==> config.mk <==
export PLATFORM = sky130hd
export DESIGN_NAME = sram_frame_reader_flat
export DESIGN_NICKNAME = d
export VERILOG_FILES = /design/src/rtl/sram_frame_reader_if.sv /design/src/rtl/sram_frame_reader.sv /design/src/flat_wrapper.sv
export SDC_FILE = /design/constraint.sdc
export NUM_CORES = 1
export LEC_CHECK = 0
export CAP_MARGIN = 20
export CORE_UTILIZATION = 45
export DETAILED_ROUTE_END_ITERATION = 12
export PLACE_DENSITY = 0.67
export REMOVE_ABC_BUFFERS = 1
export SLEW_MARGIN = 20
export SYNTH_ARGS = -nofsm -noshare
export SYNTH_HDL_FRONTEND = slang
export SYNTH_SLANG_ARGS = --single-unit
==> constraint.sdc <==
create_clock -name clock -period 9 [get_ports clock]
set_input_delay 0.9 -clock clock [delete_from_list [all_inputs] [get_ports clock]]
set_output_delay 0.9 -clock clock [all_outputs]
set_load 0.02 [all_outputs]
==> src/rtl/sram_frame_reader_if.sv <==
`default_nettype none
// +----------------------------------------------------------------------------+
// | sram_frame_reader_if : address, return-data and pixel handshakes of the    |
// | frame reader. Revision 1.0                                                 |
// +----------------------------------------------------------------------------+
interface sram_frame_reader_if;
  logic        addr_valid;
  logic        addr_ready;
  logic [17:0] addr;
  logic        data_valid;
  logic        data_ready;
  logic [31:0] data;
  logic        pixel_valid;
  logic        pixel_ready;
  logic [7:0]  pixel;
  logic        pixel_last;

  modport master (
    output addr_valid, addr, data_ready, pixel_valid, pixel, pixel_last,
    input  addr_ready, data_valid, data, pixel_ready
  );

  modport slave (
    input  addr_valid, addr, data_ready, pixel_valid, pixel, pixel_last,
    output addr_ready, data_valid, data, pixel_ready
  );
endinterface
`default_nettype wire

==> src/rtl/sram_frame_reader.sv <==
`default_nettype none
// +----------------------------------------------------------------------------+
// | sram_frame_reader : credit-limited linear SRAM burst reader that unpacks   |
// | 32-bit words into an 8-bit pixel stream. SRAM_READER_BYTE_SWAP_EN = MSB 1st|
// | Revision 1.0                                                               |
// +----------------------------------------------------------------------------+
module sram_frame_reader #(
  parameter logic [17:0] BASE_ADDR       = 18'd0,
  parameter int unsigned NUM_WORDS       = 19200,
  parameter int unsigned MAX_OUTSTANDING = 16
) (
  input  wire logic           clock,
  input  wire logic           reset_n,
  input  wire logic           start,
  output logic                busy,
  output logic                done,
  sram_frame_reader_if.master bus
);

  localparam logic [18:0] C_NUM_WORDS = 19'(NUM_WORDS);
  localparam logic [7:0]  C_MAX_OUT   = 8'(MAX_OUTSTANDING);

  typedef enum logic [1:0] {
    ST_IDLE  = 2'd0,
    ST_RUN   = 2'd1,
    ST_FLUSH = 2'd2,
    ST_DONE  = 2'd3
  } state_t;

  state_t      state_q, state_d;
  logic [18:0] issue_cnt_q, issue_cnt_d;
  logic [18:0] recv_cnt_q, recv_cnt_d;
  logic [7:0]  credit_q, credit_d;
  logic [17:0] addr_q, addr_d;
  logic [31:0] buf_q, buf_d;
  logic [1:0]  idx_q, idx_d;
  logic        full_q, full_d;
  logic        last_word_q, last_word_d;

  logic        w_addr_valid, w_data_ready, w_pixel_last;
  logic        w_addr_hs, w_data_hs, w_pix_hs;
  logic [1:0]  w_sel;
  logic [7:0]  w_pixel;

  assign busy         = (state_q == ST_RUN) || (state_q == ST_FLUSH);
  assign done         = (state_q == ST_DONE);
  assign w_addr_valid = (state_q == ST_RUN) && (issue_cnt_q < C_NUM_WORDS) &&
                        (credit_q < C_MAX_OUT);
  assign w_pix_hs     = full_q && bus.pixel_ready;
  // Reload only when empty or when the last byte leaves this very cycle.
  assign w_data_ready = busy && (credit_q != 8'd0) &&
                        (!full_q || ((idx_q == 2'd3) && w_pix_hs));
  assign w_addr_hs    = w_addr_valid && bus.addr_ready;
  assign w_data_hs    = bus.data_valid && w_data_ready;
  assign w_pixel_last = full_q && (idx_q == 2'd3) && last_word_q;

`ifdef SRAM_READER_BYTE_SWAP_EN
  assign w_sel = 2'd3 - idx_q;
`else
  assign w_sel = idx_q;
`endif

  always_comb begin
    w_pixel = buf_q[7:0];
    case (w_sel)
      2'd0: w_pixel = buf_q[7:0];
      2'd1: w_pixel = buf_q[15:8];
      2'd2: w_pixel = buf_q[23:16];
      2'd3: w_pixel = buf_q[31:24];
      default: w_pixel = buf_q[7:0];
    endcase
  end

  assign bus.addr_valid  = w_addr_valid;
  assign bus.addr        = addr_q;
  assign bus.data_ready  = w_data_ready;
  assign bus.pixel_valid = full_q;
  assign bus.pixel       = w_pixel;
  assign bus.pixel_last  = w_pixel_last;

  always_comb begin
    state_d     = state_q;
    issue_cnt_d = issue_cnt_q;
    recv_cnt_d  = recv_cnt_q;
    credit_d    = credit_q;
    addr_d      = addr_q;
    buf_d       = buf_q;
    idx_d       = idx_q;
    full_d      = full_q;
    last_word_d = last_word_q;

    case (state_q)
      ST_IDLE: begin
        if (start) begin
          state_d     = (C_NUM_WORDS == 19'd0) ? ST_DONE : ST_RUN;
          issue_cnt_d = '0;
          recv_cnt_d  = '0;
          credit_d    = '0;
          addr_d      = BASE_ADDR;
          idx_d       = '0;
          full_d      = 1'b0;
          last_word_d = 1'b0;
        end
      end
      ST_RUN: begin
        if (issue_cnt_q == C_NUM_WORDS) state_d = ST_FLUSH;
      end
      ST_FLUSH: begin
        if ((recv_cnt_q == C_NUM_WORDS) && w_pix_hs && w_pixel_last) state_d = ST_DONE;
      end
      ST_DONE: state_d = ST_IDLE;
      default: state_d = ST_IDLE;
    endcase

    if (w_addr_hs) begin
      issue_cnt_d = issue_cnt_q + 19'd1;
      addr_d      = addr_q + 18'd1;
    end

    case ({w_addr_hs, w_data_hs})
      2'b10:   credit_d = credit_q + 8'd1;
      2'b01:   credit_d = credit_q - 8'd1;
      default: credit_d = credit_q;
    endcase

    if (w_data_hs) begin
      buf_d       = bus.data;
      idx_d       = 2'd0;
      full_d      = 1'b1;
      recv_cnt_d  = recv_cnt_q + 19'd1;
      last_word_d = ((recv_cnt_q + 19'd1) == C_NUM_WORDS);
    end else if (w_pix_hs) begin
      if (idx_q == 2'd3) full_d = 1'b0;
      else               idx_d  = idx_q + 2'd1;
    end
  end

  always_ff @(posedge clock or negedge reset_n) begin
    if (!reset_n) begin
      state_q     <= ST_IDLE;
      issue_cnt_q <= '0;
      recv_cnt_q  <= '0;
      credit_q    <= '0;
      addr_q      <= BASE_ADDR;
      buf_q       <= '0;
      idx_q       <= '0;
      full_q      <= 1'b0;
      last_word_q <= 1'b0;
    end else begin
      state_q     <= state_d;
      issue_cnt_q <= issue_cnt_d;
      recv_cnt_q  <= recv_cnt_d;
      credit_q    <= credit_d;
      addr_q      <= addr_d;
      buf_q       <= buf_d;
      idx_q       <= idx_d;
      full_q      <= full_d;
      last_word_q <= last_word_d;
    end
  end

endmodule
`default_nettype wire
==> src/flat_wrapper.sv <==
// flat-port wrapper written by rule: the top's interface ports become plain ports
module sram_frame_reader_flat 
#(
  parameter logic [17:0] BASE_ADDR       = 18'd0,
  parameter int unsigned NUM_WORDS       = 19200,
  parameter int unsigned MAX_OUTSTANDING = 16
)
  (clock, reset_n, start, busy, done, bus_addr_valid, bus_addr, bus_data_ready, bus_pixel_valid, bus_pixel, bus_pixel_last, bus_addr_ready, bus_data_valid, bus_data, bus_pixel_ready);
  sram_frame_reader_if bus_i ();
  input  wire logic clock;
  input  wire logic reset_n;
  input  wire logic start;
  output logic busy;
  output logic done;
  output wire logic [$bits(bus_i.addr_valid)-1:0] bus_addr_valid;
  output wire logic [$bits(bus_i.addr)-1:0] bus_addr;
  output wire logic [$bits(bus_i.data_ready)-1:0] bus_data_ready;
  output wire logic [$bits(bus_i.pixel_valid)-1:0] bus_pixel_valid;
  output wire logic [$bits(bus_i.pixel)-1:0] bus_pixel;
  output wire logic [$bits(bus_i.pixel_last)-1:0] bus_pixel_last;
  input wire logic [$bits(bus_i.addr_ready)-1:0] bus_addr_ready;
  input wire logic [$bits(bus_i.data_valid)-1:0] bus_data_valid;
  input wire logic [$bits(bus_i.data)-1:0] bus_data;
  input wire logic [$bits(bus_i.pixel_ready)-1:0] bus_pixel_ready;
  assign bus_addr_valid = bus_i.addr_valid;
  assign bus_addr = bus_i.addr;
  assign bus_data_ready = bus_i.data_ready;
  assign bus_pixel_valid = bus_i.pixel_valid;
  assign bus_pixel = bus_i.pixel;
  assign bus_pixel_last = bus_i.pixel_last;
  assign bus_i.addr_ready = bus_addr_ready;
  assign bus_i.data_valid = bus_data_valid;
  assign bus_i.data = bus_data;
  assign bus_i.pixel_ready = bus_pixel_ready;
  sram_frame_reader #(.BASE_ADDR(BASE_ADDR), .NUM_WORDS(NUM_WORDS), .MAX_OUTSTANDING(MAX_OUTSTANDING)) u_core (.clock(clock), .reset_n(reset_n), .start(start), .busy(busy), .done(done), .bus(bus_i));
endmodule
[Word level (Yosys, flattened, before mapping)]
Cells that the tools add are included.
Word-level totals
  word-level logic and storage cells: 83
  output and inout bits: 32
  flip-flop bits (word level): 102
  memories: 0
  bits in read-only memories: 0
  bits in writable memories: 0
  input port bits: 38
  latch bits: 0
Operators by class
  reductions and logical operators: 26
  div/mod/pow operators: 0
  muxes and demuxes: 26
  equality and inequality tests: 14
  bitwise logic cells: 0
  shift operators: 0
  $mul: 0
  add/sub/neg operators: 6
  $lt $le $gt $ge: 2
Operator list (number)
  19-bit two-way mux: 4
  19-bit by 15-bit == test with 1-bit output (second input constant): 3
  18-bit two-way mux: 3
  19-bit by 1-bit adder with 19-bit output (second input constant): 2
  8-bit case mux with 4 select lines: 1
  19-bit by 15-bit < comparator with 1-bit output (second input constant): 1
  18-bit by 1-bit adder with 18-bit output (second input constant): 1
  2-bit two-way mux: 8
  8-bit case mux with 2 select lines: 1
  1-bit logical AND: 12
  2-bit == test (second input constant): 5
  2-bit nonzero test: 5
  8-bit by 1-bit adder with 8-bit output (second input constant): 1
  8-bit by 5-bit < comparator with 1-bit output (second input constant): 1
  1-bit two-way mux: 8
  2-bit case mux with 4 select lines: 1
  8-bit nonzero test: 1
  8-bit by 1-bit subtractor with 8-bit output (second input constant): 1
  2-bit by 1-bit == test with 1-bit output (second input constant): 3
  2-bit inequality test (second input constant): 3
  2-bit logical NOT: 2
  2-bit AND reduction: 2
  3-bit AND reduction: 1
  2-bit by 1-bit adder with 2-bit output (second input constant): 1
  other kinds (2): 3

[Depth between registers and ports, before layout]
  word-level depth: 7
  depth in mapped cells: 17
  mapped depth without buffers: 15

[Least setup slack after synthesis]
Ideal clock, no wire load.
  path type: input to register
  start point: input bus_pixel_ready
  end point: register u_core.credit_q[7]
  slack: 5278 ps
  library setup time: 123 ps
  data required time: 8877 ps
  data arrival time: 3599 ps
  stages: 14
  buffers on the path: 2
  path through: a21boi_0 a211oi_2 nand2_1 inv_2 buf_2 buf_2 ha_1 ha_1 a21o_1 a21oi_1 o211ai_1 a21o_1 and3b_1 xor2_1
Between the ends
  cells in the longest elaborated chain, start to end: 7
  elaborated cells between the ends (all ways): 9
  classes of those cells: eq/ne (2); mux (1); reduce/logical (6)
Ends and longest elaborated chain
  from (decl): line flat_wrapper.sv:24  | input wire logic [$bits(bus_i.pixel_ready)-1:0] bus_pixel_ready;
  1-bit logical AND *: line sram_frame_reader.sv:49  | assign w_pix_hs = full_q && bus.pixel_ready;
  1-bit logical AND *: line sram_frame_reader.sv:52  | (!full_q || ((idx_q == 2'd3) && w_pix_hs));
  1-bit logical OR *: line sram_frame_reader.sv:52
  1-bit logical AND *: line sram_frame_reader.sv:51  | assign w_data_ready = busy && (credit_q != 8'd0) &&
  named net bus_data_ready: line flat_wrapper.sv:17  | output wire logic [$bits(bus_i.data_ready)-1:0] bus_data_ready;
  1-bit logical AND *: line sram_frame_reader.sv:54  | assign w_data_hs = bus.data_valid && w_data_ready;
  named net u_core.w_data_hs: line sram_frame_reader.sv:41  | logic w_addr_hs, w_data_hs, w_pix_hs;
  2-bit by 1-bit == test with 1-bit output / 2-bit == test (equally long branches): line sram_frame_reader.sv:120  | case ({w_addr_hs, w_data_hs})
  8-bit case mux with 2 select lines / 2-bit nonzero test (equally long branches)
  to (signal assigned): line sram_frame_reader.sv:153  | credit_q <= credit_d;
  to (decl): line sram_frame_reader.sv:33  | logic [7:0] credit_q, credit_d;
Mark *: on every way through the listed nets, which the timed path passes. The rest lies on a longest branch.
A chain may end at the register's enable or synchronous reset.

[Worst setup path after layout]
  start point: input bus_pixel_ready
  end point: register u_core.credit_q[6]
Between the ends
  cells in the longest elaborated chain, start to end: 7
  elaborated cells between the ends (all ways): 9
  classes of those cells: eq/ne (2); mux (1); reduce/logical (6)
Ends and longest elaborated chain (line)
  1-bit logical AND *: sram_frame_reader.sv:49
  1-bit logical AND *: sram_frame_reader.sv:52
  1-bit logical OR *: sram_frame_reader.sv:52
  1-bit logical AND *: sram_frame_reader.sv:51
  1-bit logical AND *: sram_frame_reader.sv:54
  2-bit by 1-bit == test with 1-bit output / 2-bit == test (equally long branches): sram_frame_reader.sv:120
  8-bit case mux with 2 select lines / 2-bit nonzero test (equally long branches)
Mark *: on every way between the ends. The rest lies on a longest branch, timed or not.

==> flow_metrics.tcl <==
set metrics [dict create \
    grt_pass1_vias 4481 \
    postCtsHoldBufs 0 \
    status "completed" \
    setup_viol 0 \
    syn_avg_cell_area_sq_um 8.83 \
    critical_path.max_fanout 57 \
    yosys_warnings 0 \
    grt.total_usage_pct 20.9 \
    cpMaxStageDelayCell "inv_2" \
    grt.overflow.total 0 \
    cts_buffers 9 \
    finClkSkew_ns 0.00493 \
    layout_setup_ws_ns 4.76 \
    initial_utilization_pct 46.9 \
    power_density_nw_per_um2 260 \
    layoutNonFillerInstCount 872 \
    multi_input_area_sq_um 2880 \
    critPathKind "input port to flop" \
    endpoint_kind "flop" \
    drc 0 \
    ir_drop_mv 0.154 \
    ant_nets 0 \
    areaGrowthSynthToFinish_pct 17.9 \
    cellLeakagePower_nw 3.05 \
    clock-sinks 102 \
    design.die.area_sq_um 13200 \
    syn_area_sq_um 5720 \
    fp.coreArea_sq_um 12200 \
    antenna_found_initial 0 \
    cts_tree "yes" \
    routed_via_density 5.46 \
    pre_cts_ws_ns 4.38 \
    clk_pin_slew_ns 0.07 \
    netlist_instances 648 \
    crit_cells 14 \
    reg2reg_to "u_core.credit_q[6]" \
    r2r_slack_ns 4.84 \
    hpwlAfterDp_mm 8.69 \
    io_buffers 69 \
    htree_levels 3 \
    die_y_microns 115 \
    tightest_slew_ns 0.978 \
    vias 4758 \
    cp.arrival_ns 4.50 \
    num_rows 40 \
    pin_count 70 \
    ys_seq_elements 102 \
    layout.nets 761 \
    ys_seq_area_share_pct 44.6 \
    finalHoldViolCount 0 \
    finalMaxSlewViolations 0 \
    gp_congestion 0.851 \
    hold_path.class "input port to asynchronous set/reset pin" \
    rr_worst_depth 14 \
    grt_pass1_wl_mm 21.9 \
    post-cts-setup-buffers 0 \
    grt_setup_unrepaired "false" \
    final_cell_mix "nand2_1, dfrtp_1, clkdlybuf4s50_1" \
    avgRoutedWirePerCell_microns 14.8 \
    drv_cap 0 \
    worst_setup_path_start_kind "input port" \
    slowest_delay_ns 0.64 \
    startpoint "bus_pixel_ready" \
    drt_pass1_iterations 5 \
    dp.cells 857 \
    antenna_cells 0 \
    max_freq_mhz 236 \
    crit_chain "clkdlybuf4s50_1 -> a21boi_0 -> a211oi_2 -> nand2_1 -> inv_2 -> ha_1 -> inv_1 -> fa_1 -> nor2b_1 -> o21ai_0 -> a21oi_1 -> o21ai_0 -> nor3b_1 -> o31ai_1" \
    clockRootBuffer "clkbuf_16" \
    synth_top_area_share_pct 44.6 \
    final_util_pct 55.2 \
    cp.required_ns 9.25 \
    clk_latency_ns 0.35 \
    yosysTopAreaCell "dfrtp_1" \
    synth_cell_types 57 \
    critPathTopFamily "buffers and inverters" \
    routed_wl_mm 12.9 \
    crit_buf_inv 3 \
    drive_gt1_share_pct 5.54 \
    layout_commonest_cell "nand2_1" \
    clk_path_buf_depth 2 \
    holdWs_ns 0.448 \
    nFillCells 1159 \
    fin_crit_sh_pct 47.1 \
    drt_iter0_drc 363 \
    max_slew_margin_pct 34.8 \
    seq_area_sq_um 2550 \
    path_common_cell "o21ai_0" \
    r2r-start "u_core.idx_q[1]" \
    grt_max_degree 78 \
    final.min_clock_period_ns 4.24 \
    synth.area.top_cells "dfrtp_1, nand2_1, ha_1, o21ai_0, o21ai_1" \
    die-width_microns 115 \
    post_cts_resized 0 \
    final.setup.tns_ns 0 \
]
registers in the layout (all words and copies together) (netlist names):
signal and flops:
u_core.recv_cnt_q 19, u_core.buf_q 32, u_core.issue_cnt_q 19, u_core.idx_q 2, u_core.last_word_q 1, u_core.credit_q 8, u_core.bus.pixel_valid 1, u_core.bus.addr 18
u_core.state_q 2
metal layers:
layer | wire [microns] | global-route usage [%]
met1 | 6340 | 28.3
met2 | 5900 | 33.9
met3 | 569 | 5.27
met5 | 0 | 0
met4 | 99 | 4.68
how the worst max path moves through the flow:
stage	end
after floorplan	u_core.credit_q[7]
after global placement	u_core.credit_q[7]
after detailed placement	u_core.credit_q[7]
after CTS	u_core.credit_q[7]
after global routing	u_core.credit_q[6]
final	u_core.credit_q[6]
power breakdown:
group / total (mW) / internal, mW / switching, mW / leakage, nW
Sequential: 0.655 / 0.569 / 0.0859 / 1.35
Combinational: 0.721 / 0.289 / 0.432 / 1.55
Clock: 0.379 / 0.203 / 0.176 / 0.142
synthesized netlist by cell type, drive strengths merged:
| library cell | number |
|---|---|
| ha | 22 |
| nand2b | 3 |
| nand2 | 147 |
| xor2 | 7 |
| o31ai | 17 |
| dfrtp | 102 |
| nor4 | 7 |
| and2 | 10 |
| nor4b | 1 |
| nand4 | 10 |
| buf | 22 |
| and3b | 1 |
| a31oi | 12 |
| nor2b | 2 |
| a211oi | 2 |
| a211o | 1 |
| clkbuf | 9 |
| a21boi | 2 |
| nand3 | 24 |
| fa | 1 |
| nor2 | 45 |
| o21ai | 89 |
| and4 | 5 |
| a21oi | 10 |
| nor3 | 10 |
| xnor2 | 7 |
| o21a | 1 |
| a21o | 3 |
| or4 | 2 |
| o211a | 1 |
| nor3b | 1 |
| a32o | 1 |
| o41ai | 2 |
| a222oi | 8 |
| o211ai | 3 |
| inv | 29 |
| or3 | 1 |
| mux2i | 14 |
| and3 | 14 |
cell families (layout without fill, tap and decap cells):
logic type	count (synthesis)	in the layout	synth area share [%]
DFF	102	102	44.6
adders and majority gates	23	23	5.16
xor gates and xnor gates	14	14	2.14
buffers and inverters	60	116	5.16
AOI/OAI and AO/OA	152	152	16.4
and+or+nand+nor	283	283	24.1
muxes	14	14	2.45
stage by stage:
stage          power (mW)  instance area (sq um)
6_report             1.76                   6750
5_1_grt              1.89                   6750
4_1_cts              1.77                   6750
3_5_place_dp         1.38                   6460
3_3_place_gp         1.35                   6450
2_1_floorplan        1.13                   5540
area by class of cell:
class | count | area share, %
clock inverters | 4 | 0.464
well taps | 168 | 3.12
inverters | 29 | 1.61
multi-input cells | 486 | 42.6
flip-flops and latches | 102 | 37.8
clock buffers | 11 | 3.75
repair buffers | 72 | 10.6
No activity file was read; power rests on OpenSTA's default activity.
